## config.mk

```make
export PLATFORM = sky130hd
export DESIGN_NAME = registro_universal_flat
export DESIGN_NICKNAME = d
export VERILOG_FILES = /design/src/rtl/registro_universal_pkg.sv /design/src/rtl/registro_universal_if.sv /design/src/rtl/registro_rafaga_ctrl.sv /design/src/rtl/registro_universal.sv /design/src/flat_wrapper.sv
export SDC_FILE = /design/constraint.sdc
export NUM_CORES = 1
export LEC_CHECK = 0
export CAP_MARGIN = 20
export CORE_MARGIN = 2
export CORE_UTILIZATION = 43
export CTS_CLUSTER_DIAMETER = 40
export DETAILED_ROUTE_END_ITERATION = 12
export MAX_ROUTING_LAYER = met4
export PLACE_DENSITY_LB_ADDON = 0.12
export SYNTH_ARGS = -nofsm -noshare
export SYNTH_HDL_FRONTEND = slang
export SYNTH_SLANG_ARGS = --single-unit
```

## constraint.sdc

```tcl
create_clock -name CLK -period 2.1 [get_ports CLK]
set_input_delay 0.42 -clock CLK [delete_from_list [all_inputs] [get_ports CLK]]
set_output_delay 0.42 -clock CLK [all_outputs]
set_load 0.1 [all_outputs]
```

## src/rtl/registro_universal_pkg.sv

```systemverilog
// Shared encodings for the universal shift register: operation codes and burst FSM states.
// Optional arithmetic right shift is enabled by defining REGISTRO_ARITH_EN.
package registro_universal_pkg;

  typedef enum logic [1:0] {
    MODO_PUSH  = 2'b00,
    MODO_CYCLE = 2'b01,
    MODO_LOAD  = 2'b10,
    MODO_HOLD  = 2'b11
  } modo_e;

  typedef enum logic [1:0] {
    ST_IDLE = 2'b00,
    ST_RUN  = 2'b01,
    ST_FIN  = 2'b10
  } estado_e;

  // Only PUSH and CYCLE move bits, so only they are worth a burst.
  function automatic logic es_desplazamiento(input modo_e m);
    return (m == MODO_PUSH) || (m == MODO_CYCLE);
  endfunction

endpackage

```

## src/rtl/registro_universal_if.sv

```systemverilog
// Control/data bundle of the universal shift register; master drives commands, slave is the register.
// ARITH exists only when REGISTRO_ARITH_EN is defined.
interface registro_universal_if
  import registro_universal_pkg::*;
#(
  parameter int WIDTH = 8,
  parameter int STEP  = 1,
  parameter int CNTW  = 4
);
`ifdef REGISTRO_ARITH_EN
  logic             ARITH;
`endif
  logic             ENB;
  modo_e            MODO;
  logic             DIR;
  logic [STEP-1:0]  S_IN;
  logic [WIDTH-1:0] D;
  logic             START;
  logic [CNTW-1:0]  COUNT;
  logic [WIDTH-1:0] Q;
  logic [STEP-1:0]  S_OUT;
  logic             BUSY;
  logic             DONE;

  modport master (
`ifdef REGISTRO_ARITH_EN
    output ARITH,
`endif
    output ENB, MODO, DIR, S_IN, D, START, COUNT,
    input  Q, S_OUT, BUSY, DONE
  );

  modport slave (
`ifdef REGISTRO_ARITH_EN
    input  ARITH,
`endif
    input  ENB, MODO, DIR, S_IN, D, START, COUNT,
    output Q, S_OUT, BUSY, DONE
  );

endinterface

```

## src/rtl/registro_rafaga_ctrl.sv

```systemverilog
// Burst controller: IDLE/RUN/FIN FSM, down-counter and latched op; tells the datapath what to do each edge.
// REGISTRO_ARITH_EN adds a latched ARITH flag alongside MODO/DIR.
module registro_rafaga_ctrl
  import registro_universal_pkg::*;
#(
  parameter int CNTW = 4
) (
  input  logic            clk,
  input  logic            reset_n,
  input  logic            enb,
  input  modo_e           modo,
  input  logic            dir,
`ifdef REGISTRO_ARITH_EN
  input  logic            arith,
  output logic            op_arith,
`endif
  input  logic            start,
  input  logic [CNTW-1:0] count,
  output logic            busy,
  output logic            done,
  output modo_e           op_modo,
  output logic            op_dir,
  output logic            shift_en
);

  estado_e         state_q, state_d;
  logic [CNTW-1:0] cnt_q, cnt_d;
  modo_e           modo_q, modo_d;
  logic            dir_q, dir_d;
`ifdef REGISTRO_ARITH_EN
  logic            arith_q, arith_d;
`endif

  always_ff @(posedge clk) begin
    if (!reset_n) begin
      state_q <= ST_IDLE;
      cnt_q   <= '0;
      modo_q  <= MODO_HOLD;
      dir_q   <= 1'b0;
`ifdef REGISTRO_ARITH_EN
      arith_q <= 1'b0;
`endif
    end else begin
      state_q <= state_d;
      cnt_q   <= cnt_d;
      modo_q  <= modo_d;
      dir_q   <= dir_d;
`ifdef REGISTRO_ARITH_EN
      arith_q <= arith_d;
`endif
    end
  end

  always_comb begin
    state_d = state_q;
    cnt_d   = cnt_q;
    modo_d  = modo_q;
    dir_d   = dir_q;
`ifdef REGISTRO_ARITH_EN
    arith_d = arith_q;
`endif
    case (state_q)
      ST_IDLE: begin
        if (enb && start) begin
          modo_d = modo;
          dir_d  = dir;
          cnt_d  = count;
`ifdef REGISTRO_ARITH_EN
          arith_d = arith;
`endif
          if (es_desplazamiento(modo) && (count != '0)) state_d = ST_RUN;
          else                                         state_d = ST_FIN;
        end
      end
      ST_RUN: begin
        if (enb) begin
          cnt_d = cnt_q - CNTW'(1);
          if (cnt_q == CNTW'(1)) state_d = ST_FIN;
        end
      end
      ST_FIN: begin
        // Leaves FIN regardless of ENB so DONE is always a single-cycle pulse.
        state_d = ST_IDLE;
        cnt_d   = '0;
      end
      default: state_d = ST_IDLE;
    endcase
  end

  assign busy     = (state_q == ST_RUN);
  assign done     = (state_q == ST_FIN);
  assign op_modo  = (state_q == ST_RUN) ? modo_q : modo;
  assign op_dir   = (state_q == ST_RUN) ? dir_q  : dir;
`ifdef REGISTRO_ARITH_EN
  assign op_arith = (state_q == ST_RUN) ? arith_q : arith;
`endif
  assign shift_en = enb && (((state_q == ST_IDLE) && !start) || (state_q == ST_RUN));

endmodule

```

## src/rtl/registro_universal.sv

```systemverilog
// Universal shift register (PUSH/CYCLE/LOAD/HOLD, STEP bits per edge) with autonomous burst of COUNT shifts.
// REGISTRO_ARITH_EN enables arithmetic right shift on PUSH via the ARITH input.
module registro_universal
  import registro_universal_pkg::*;
#(
  parameter int WIDTH = 8,
  parameter int STEP  = 1,
  parameter int CNTW  = 4
) (
  input logic                  CLK,
  input logic                  RESET_N,
  registro_universal_if.slave  bus
);

  logic [WIDTH-1:0] q_q, q_d;
  logic [STEP-1:0]  s_out_q, s_out_d;
  logic [STEP-1:0]  fill;
  modo_e            op_modo;
  logic             op_dir;
  logic             shift_en;
`ifdef REGISTRO_ARITH_EN
  logic             op_arith;
`endif

  registro_rafaga_ctrl #(.CNTW(CNTW)) u_ctrl (
    .clk      (CLK),
    .reset_n  (RESET_N),
    .enb      (bus.ENB),
    .modo     (bus.MODO),
    .dir      (bus.DIR),
`ifdef REGISTRO_ARITH_EN
    .arith    (bus.ARITH),
    .op_arith (op_arith),
`endif
    .start    (bus.START),
    .count    (bus.COUNT),
    .busy     (bus.BUSY),
    .done     (bus.DONE),
    .op_modo  (op_modo),
    .op_dir   (op_dir),
    .shift_en (shift_en)
  );

  always_ff @(posedge CLK) begin
    if (!RESET_N) begin
      q_q     <= '0;
      s_out_q <= '0;
    end else begin
      q_q     <= q_d;
      s_out_q <= s_out_d;
    end
  end

  always_comb begin
`ifdef REGISTRO_ARITH_EN
    fill = op_arith ? {STEP{q_q[WIDTH-1]}} : bus.S_IN;
`else
    fill = bus.S_IN;
`endif
  end

  always_comb begin
    q_d     = q_q;
    s_out_d = s_out_q;
    if (shift_en) begin
      case (op_modo)
        MODO_PUSH: begin
          if (!op_dir) begin
            s_out_d = q_q[WIDTH-1 -: STEP];
            q_d     = {q_q[WIDTH-STEP-1:0], bus.S_IN};
          end else begin
            s_out_d = q_q[STEP-1:0];
            q_d     = {fill, q_q[WIDTH-1:STEP]};
          end
        end
        MODO_CYCLE: begin
          s_out_d = '0;
          if (!op_dir) q_d = {q_q[WIDTH-STEP-1:0], q_q[WIDTH-1 -: STEP]};
          else         q_d = {q_q[STEP-1:0], q_q[WIDTH-1:STEP]};
        end
        MODO_LOAD: begin
          s_out_d = '0;
          q_d     = bus.D;
        end
        default: ;
      endcase
    end
  end

  assign bus.Q     = q_q;
  assign bus.S_OUT = s_out_q;

endmodule

```

## src/flat_wrapper.sv

```systemverilog
// flat-port wrapper written by rule: the top's interface ports become plain ports
module registro_universal_flat import registro_universal_pkg::*;
#(
  parameter int WIDTH = 8,
  parameter int STEP  = 1,
  parameter int CNTW  = 4
)
  (CLK, RESET_N, bus_ENB, bus_MODO, bus_DIR, bus_S_IN, bus_D, bus_START, bus_COUNT, bus_Q, bus_S_OUT, bus_BUSY, bus_DONE);
  registro_universal_if #(.WIDTH(WIDTH), .STEP(STEP), .CNTW(CNTW)) bus_i ();
  input logic CLK;
  input logic RESET_N;
  input wire logic [$bits(bus_i.ENB)-1:0] bus_ENB;
  input wire logic [$bits(bus_i.MODO)-1:0] bus_MODO;
  input wire logic [$bits(bus_i.DIR)-1:0] bus_DIR;
  input wire logic [$bits(bus_i.S_IN)-1:0] bus_S_IN;
  input wire logic [$bits(bus_i.D)-1:0] bus_D;
  input wire logic [$bits(bus_i.START)-1:0] bus_START;
  input wire logic [$bits(bus_i.COUNT)-1:0] bus_COUNT;
  output wire logic [$bits(bus_i.Q)-1:0] bus_Q;
  output wire logic [$bits(bus_i.S_OUT)-1:0] bus_S_OUT;
  output wire logic [$bits(bus_i.BUSY)-1:0] bus_BUSY;
  output wire logic [$bits(bus_i.DONE)-1:0] bus_DONE;
  assign bus_i.ENB = bus_ENB;
  assign bus_i.MODO = bus_MODO;
  assign bus_i.DIR = bus_DIR;
  assign bus_i.S_IN = bus_S_IN;
  assign bus_i.D = bus_D;
  assign bus_i.START = bus_START;
  assign bus_i.COUNT = bus_COUNT;
  assign bus_Q = bus_i.Q;
  assign bus_S_OUT = bus_i.S_OUT;
  assign bus_BUSY = bus_i.BUSY;
  assign bus_DONE = bus_i.DONE;
  registro_universal #(.WIDTH(WIDTH), .STEP(STEP), .CNTW(CNTW)) u_core (.CLK(CLK), .RESET_N(RESET_N), .bus(bus_i));
endmodule
```

==> results of run 1 <==
-- flip-flops by register name, indices dropped and copies added (netlist names) --
| name | cells |
|---|---|
| u_core.bus.Q | 8 |
| u_core.u_ctrl.cnt_q | 4 |
| u_core.u_ctrl.state_q | 2 |
| u_core.u_ctrl.dir_q | 1 |
| u_core.bus.S_OUT | 1 |
| u_core.u_ctrl.modo_q | 2 |
-- kinds of logic after synthesis --
| family | share of synthesized area [%] |
|---|---|
| adder cells (fa/ha/maj) | 9.63 |
| multiplexers | 9.84 |
| XOR/XNOR | 0.749 |
| flip-flops | 30.8 |
| AND/OR/NAND/NOR | 13.5 |
| AO/OA/AOI/OAI | 29.3 |
| buffers and inverters | 6.20 |
-- power groups by stage --
stage               combinational (mW)  sequential [mW]  clock (mW)
finish                           0.503            0.408       0.219
global route                     0.538            0.414       0.240
CTS                              0.497            0.408       0.231
detailed placement               0.496            0.415           0
global placement                 0.487            0.413           0
floorplan                        0.246            0.518           0
-- critical path, delay by kind of cell (launching register included) --
kind / cells / cell delay (ps)
buffers and inverters: 3 / 370
AO/OA/AOI/OAI: 3 / 370
flip-flops: 1 / 340
adder cells (fa/ha/maj): 2 / 340
multiplexers: 1 / 260
AND/OR/NAND/NOR: 1 / 160
-- cell usage after synthesis, types with 2 or more instances --
cell                         n  area, um2
sky130_fd_sc_hd__a21boi_1    2       15.0
sky130_fd_sc_hd__a21oi_1     8       40.0
sky130_fd_sc_hd__a2bb2oi_1  10       87.6
sky130_fd_sc_hd__a31oi_1     4       25.0
sky130_fd_sc_hd__buf_6       2       22.5
sky130_fd_sc_hd__clkbuf_1    2       7.51
sky130_fd_sc_hd__dfxtp_1    18        360
sky130_fd_sc_hd__ha_1        9        113
sky130_fd_sc_hd__inv_1      10       37.5
sky130_fd_sc_hd__mux2i_1     9       90.1
sky130_fd_sc_hd__nand2_1    11       41.3
sky130_fd_sc_hd__nand2b_1    4       25.0
sky130_fd_sc_hd__nand3_1     3       15.0
sky130_fd_sc_hd__nor2_1      3       11.3
sky130_fd_sc_hd__nor2b_1     4       25.0
sky130_fd_sc_hd__o211a_1     2       20.0
sky130_fd_sc_hd__o21a_1      2       15.0
sky130_fd_sc_hd__o21ai_0    12       60.1
-- per-stage QoR --
step                      TNS, ps  worst slack, ps  util, %  power, mW
after global placement       -764             -113     62.5      0.900
after floorplan                 0             23.3        -      0.764
final                           0              186     64.2       1.13
after CTS                       0             59.6     63.9       1.14
after detailed placement    -1350             -185     62.5      0.911
after global routing            0             2.17     64.2       1.19
-- how the worst max path moves through the flow --
stage / startpoint / slack [ps] / endpoint
4_1_cts: u_core.u_ctrl.state_q[0]$_SDFFE_PN0P_ / 60 / u_core.u_ctrl.cnt_q[1]$_SDFFE_PN0P_
5_1_grt: u_core.u_ctrl.state_q[1]$_SDFFE_PN0P_ / 2 / u_core.bus.S_OUT$_SDFFE_PN0P_
6_report: u_core.u_ctrl.state_q[1]$_SDFFE_PN0P_ / 190 / u_core.bus.Q[0]$_SDFFE_PN0P_
3_5_place_dp: bus_MODO[1] / -190 / u_core.bus.Q[7]$_SDFFE_PN0P_
2_1_floorplan: u_core.u_ctrl.state_q[1]$_SDFFE_PN0P_ / 20 / u_core.bus.Q[3]$_SDFFE_PN0P_
3_3_place_gp: bus_MODO[1] / -110 / u_core.bus.Q[2]$_SDFFE_PN0P_
-- timing repair --
item	in CTS	in global routing
endpoints found under the hold margin	0	0
gates resized for setup	0	2
setup endpoints to repair	0	2
-- cell type report --
cell class	count	area share, %
multi-input combinational	101	47.3
timing repair buffer	38	23.6
inverter	10	2.32
clock buffer	4	2.24
sequential	18	22.2
tap	30	2.32
-- routing by layer --
layer	vias to the layer above	GRT usage [%]	part of all wire [%]
li1	562	-	-
met1	536	25.4	47
met2	22	31.9	49
met3	2	2.56	3.8
met4	0	5.10	0.35
met5	-	-	0
==> results.rst, run 1 <==
.. list-table::
   :header-rows: 1

   * - Metric
     - Value
   * - Switching pwr
     - 0.445 mW
   * - Count of mapped cells out of synthesis
     - approximately 130
   * - Flip-flop and latch count after synthesis
     - 18
   * - Global placement routability congestion
     - a little over 0.8
   * - Count of placed standard cells including taps
     - between 150 and 200
   * - Max Fanout on Critical Path
     - 18
   * - Startpoint of the most critical hold path
     - u_core.u_ctrl.modo_q[0]$_SDFFE_PN1P_
   * - Sequential fraction of design power
     - 36.1%
   * - Vias per cell
     - between 5 and 6
   * - Worst hold stages
     - 2
   * - Reg2reg path depth
     - 10
   * - Number of buffers on the longest clock path
     - 2
   * - Delay of the slowest cell on the worst path
     - 340 ps
   * - Dominant register cell in the synthesized netlist
     - sky130_fd_sc_hd__dfxtp_1
   * - ANT nets after route
     - 0
   * - Placed standard-cell area
     - 0.00158 mm2
   * - Data arrival time of the critical path
     - 2150 ps
   * - Clock share of power
     - about a fifth
   * - Sequential cell area fraction in the yosys report
     - just over 30%
   * - Cell-internal power
     - about 0.7 mW
   * - Min-Delay Endpoint
     - u_core.u_ctrl.modo_q[0]$_SDFFE_PN1P_
   * - Area inside the core boundary
     - 0.00252 mm2
   * - Multi-input gate area
     - 766 um2
   * - Post-Route WL
     - 2.83 mm
   * - CTS buffer count
     - 3
   * - Number of global-route vias before repair
     - 1,097
   * - Tightest hold margin
     - roughly 480 ps
   * - Outcome
     - completed
   * - DR iter-0 viols
     - 13
   * - Summed instance area of the synthesized netlist
     - 0.00117 mm2
   * - Total DRC errors in the routed layout
     - 0
   * - Clock tree from TritonCTS
     - done
   * - Reg-to-reg slack, setup
     - 190 ps
   * - Unrepaired setup endpoints after global routing
     - no
   * - Static Leakage
     - 0.686 nW
   * - Number of distinct standard cells referenced by the synthesized netlist
     - 37
   * - Kind of end point of the critical path
     - flip-flop
   * - WS Path Type
     - flip-flop to flip-flop
   * - Largest clock skew in the final design
     - 1.40 ps
   * - Number of setup violations in the final report
     - 0
   * - Floorplan row count
     - 18
   * - Most frequent cells in the layout
     - 19 x sky130_fd_sc_hd__clkdlybuf4s50_1, 18 x sky130_fd_sc_hd__dfxtp_1, 15 x sky130_fd_sc_hd__buf_4
   * - Combinational share of power
     - 44.5%
   * - Cell-by-cell trace of the critical path
     - inv_1, ha_4, mux2i_1, inv_1, ha_1, nand2b_1, a21oi_4, buf_12, o21ai_0, a31oi_1
   * - Final number of hold-violating endpoints
     - 0
   * - Number of detailed-route iterations in the first pass
     - 4
   * - Clock Pin Slew Worst Setup and Hold Paths
     - 110 ps
   * - Relative slew slack
     - 75.0%
   * - Mean post-synth cell area
     - 8.73 um2
   * - WP data required
     - roughly 2300 ps
   * - Most common cell after layout, fill and taps aside
     - sky130_fd_sc_hd__clkdlybuf4s50_1
   * - Number of levels in the clock H-tree
     - 1
   * - Count of nets after finishing
     - 201
   * - Launching point of the worst reg2reg path
     - u_core.u_ctrl.state_q[1]$_SDFFE_PN0P_
   * - Clock sink count
     - 18
   * - Slew Viols, Final
     - 0
   * - Max cap viols
     - 0
   * - Cell at the slowest stage of the critical path
     - sky130_fd_sc_hd__dfxtp_1
   * - First-pass GRT wire length
     - 4.87 mm
   * - Die Span Y
     - 56.2 um
   * - Switching power as a share of total power
     - 39.4%
   * - Number of warnings issued by yosys
     - 0
   * - Highest clock frequency the design can meet
     - roughly 0.52 GHz
   * - CTS Hold Buffers Added
     - 0
   * - Die ar.
     - 0.00315 mm2
   * - Via count
     - 1,122
   * - HPWL after detailed placement
     - 2.15 mm
   * - I/O Buffers
     - 30
   * - Final std cells w/o fill
     - 201
   * - Register cell area after layout
     - 360 um2
   * - Syn Nets
     - 163
   * - I/O pin cnt
     - 31
   * - Endpoint of the most critical register-to-register path
     - u_core.bus.Q[0]$_SDFFE_PN0P_
   * - Transition at the pin with the smallest max-transition slack
     - 365 ps
   * - Min-delay worst type
     - flip-flop to flip-flop
   * - Count of flip-flops with a built-in enable after synthesis
     - 0
   * - Initial core utilization
     - 46.4%
   * - Critical path launch point type
     - flip-flop
   * - Final period utilization
     - 91.2%
   * - Congestion Overflow GR
     - 0
   * - Share of async-settable or async-resettable flops after synthesis
     - 0%
   * - Cell at the root of the clock tree
     - sky130_fd_sc_hd__clkbuf_4
   * - Avg WL per Cell
     - 14.1 um
   * - Post-CTS setup-driven buffer insertion count
     - 0
   * - Clock latency reported for the late side of the worst-skew pair
     - 290 ps
   * - Layout cell share with drive strength beyond 1
     - 16.4%
   * - Area added between synthesis and finish
     - 38.5%
   * - Antenna diode count
     - 0
   * - Ratio of total power to cell area
     - 697 mW/mm2
   * - Count of filler cells inserted in the layout
     - 234
   * - Number of antenna violations at the first check in global routing
     - 0
   * - Die X-Extent
     - 56.2 um
   * - Total routing resource utilization after global routing
     - 19.5%
   * - Maximum vdd ir drop
     - a little under 500 uV
   * - Final Instance Area
     - 0.00162 mm2
   * - Top cell by count, worst path
     - sky130_fd_sc_hd__inv_1
   * - Maximum number of pins on one net before global-route repair
     - 19
   * - Fin crit period
     - 1910 ps
(Power assumes the default switching activity.)
==> run 2: changes to the inputs <==
--- a/config.mk
+++ b/config.mk
@@ -8,10 +8,10 @@
 export CAP_MARGIN = 20
 export CORE_MARGIN = 2
 export CORE_UTILIZATION = 43
-export CTS_CLUSTER_DIAMETER = 40
 export DETAILED_ROUTE_END_ITERATION = 12
 export MAX_ROUTING_LAYER = met4
 export PLACE_DENSITY_LB_ADDON = 0.12
+export SLEW_MARGIN = 10
 export SYNTH_ARGS = -nofsm -noshare
 export SYNTH_HDL_FRONTEND = slang
 export SYNTH_SLANG_ARGS = --single-unit
==> results of run 2 <==
No change in the layout: final DEF, timing and power equal those of run 1.
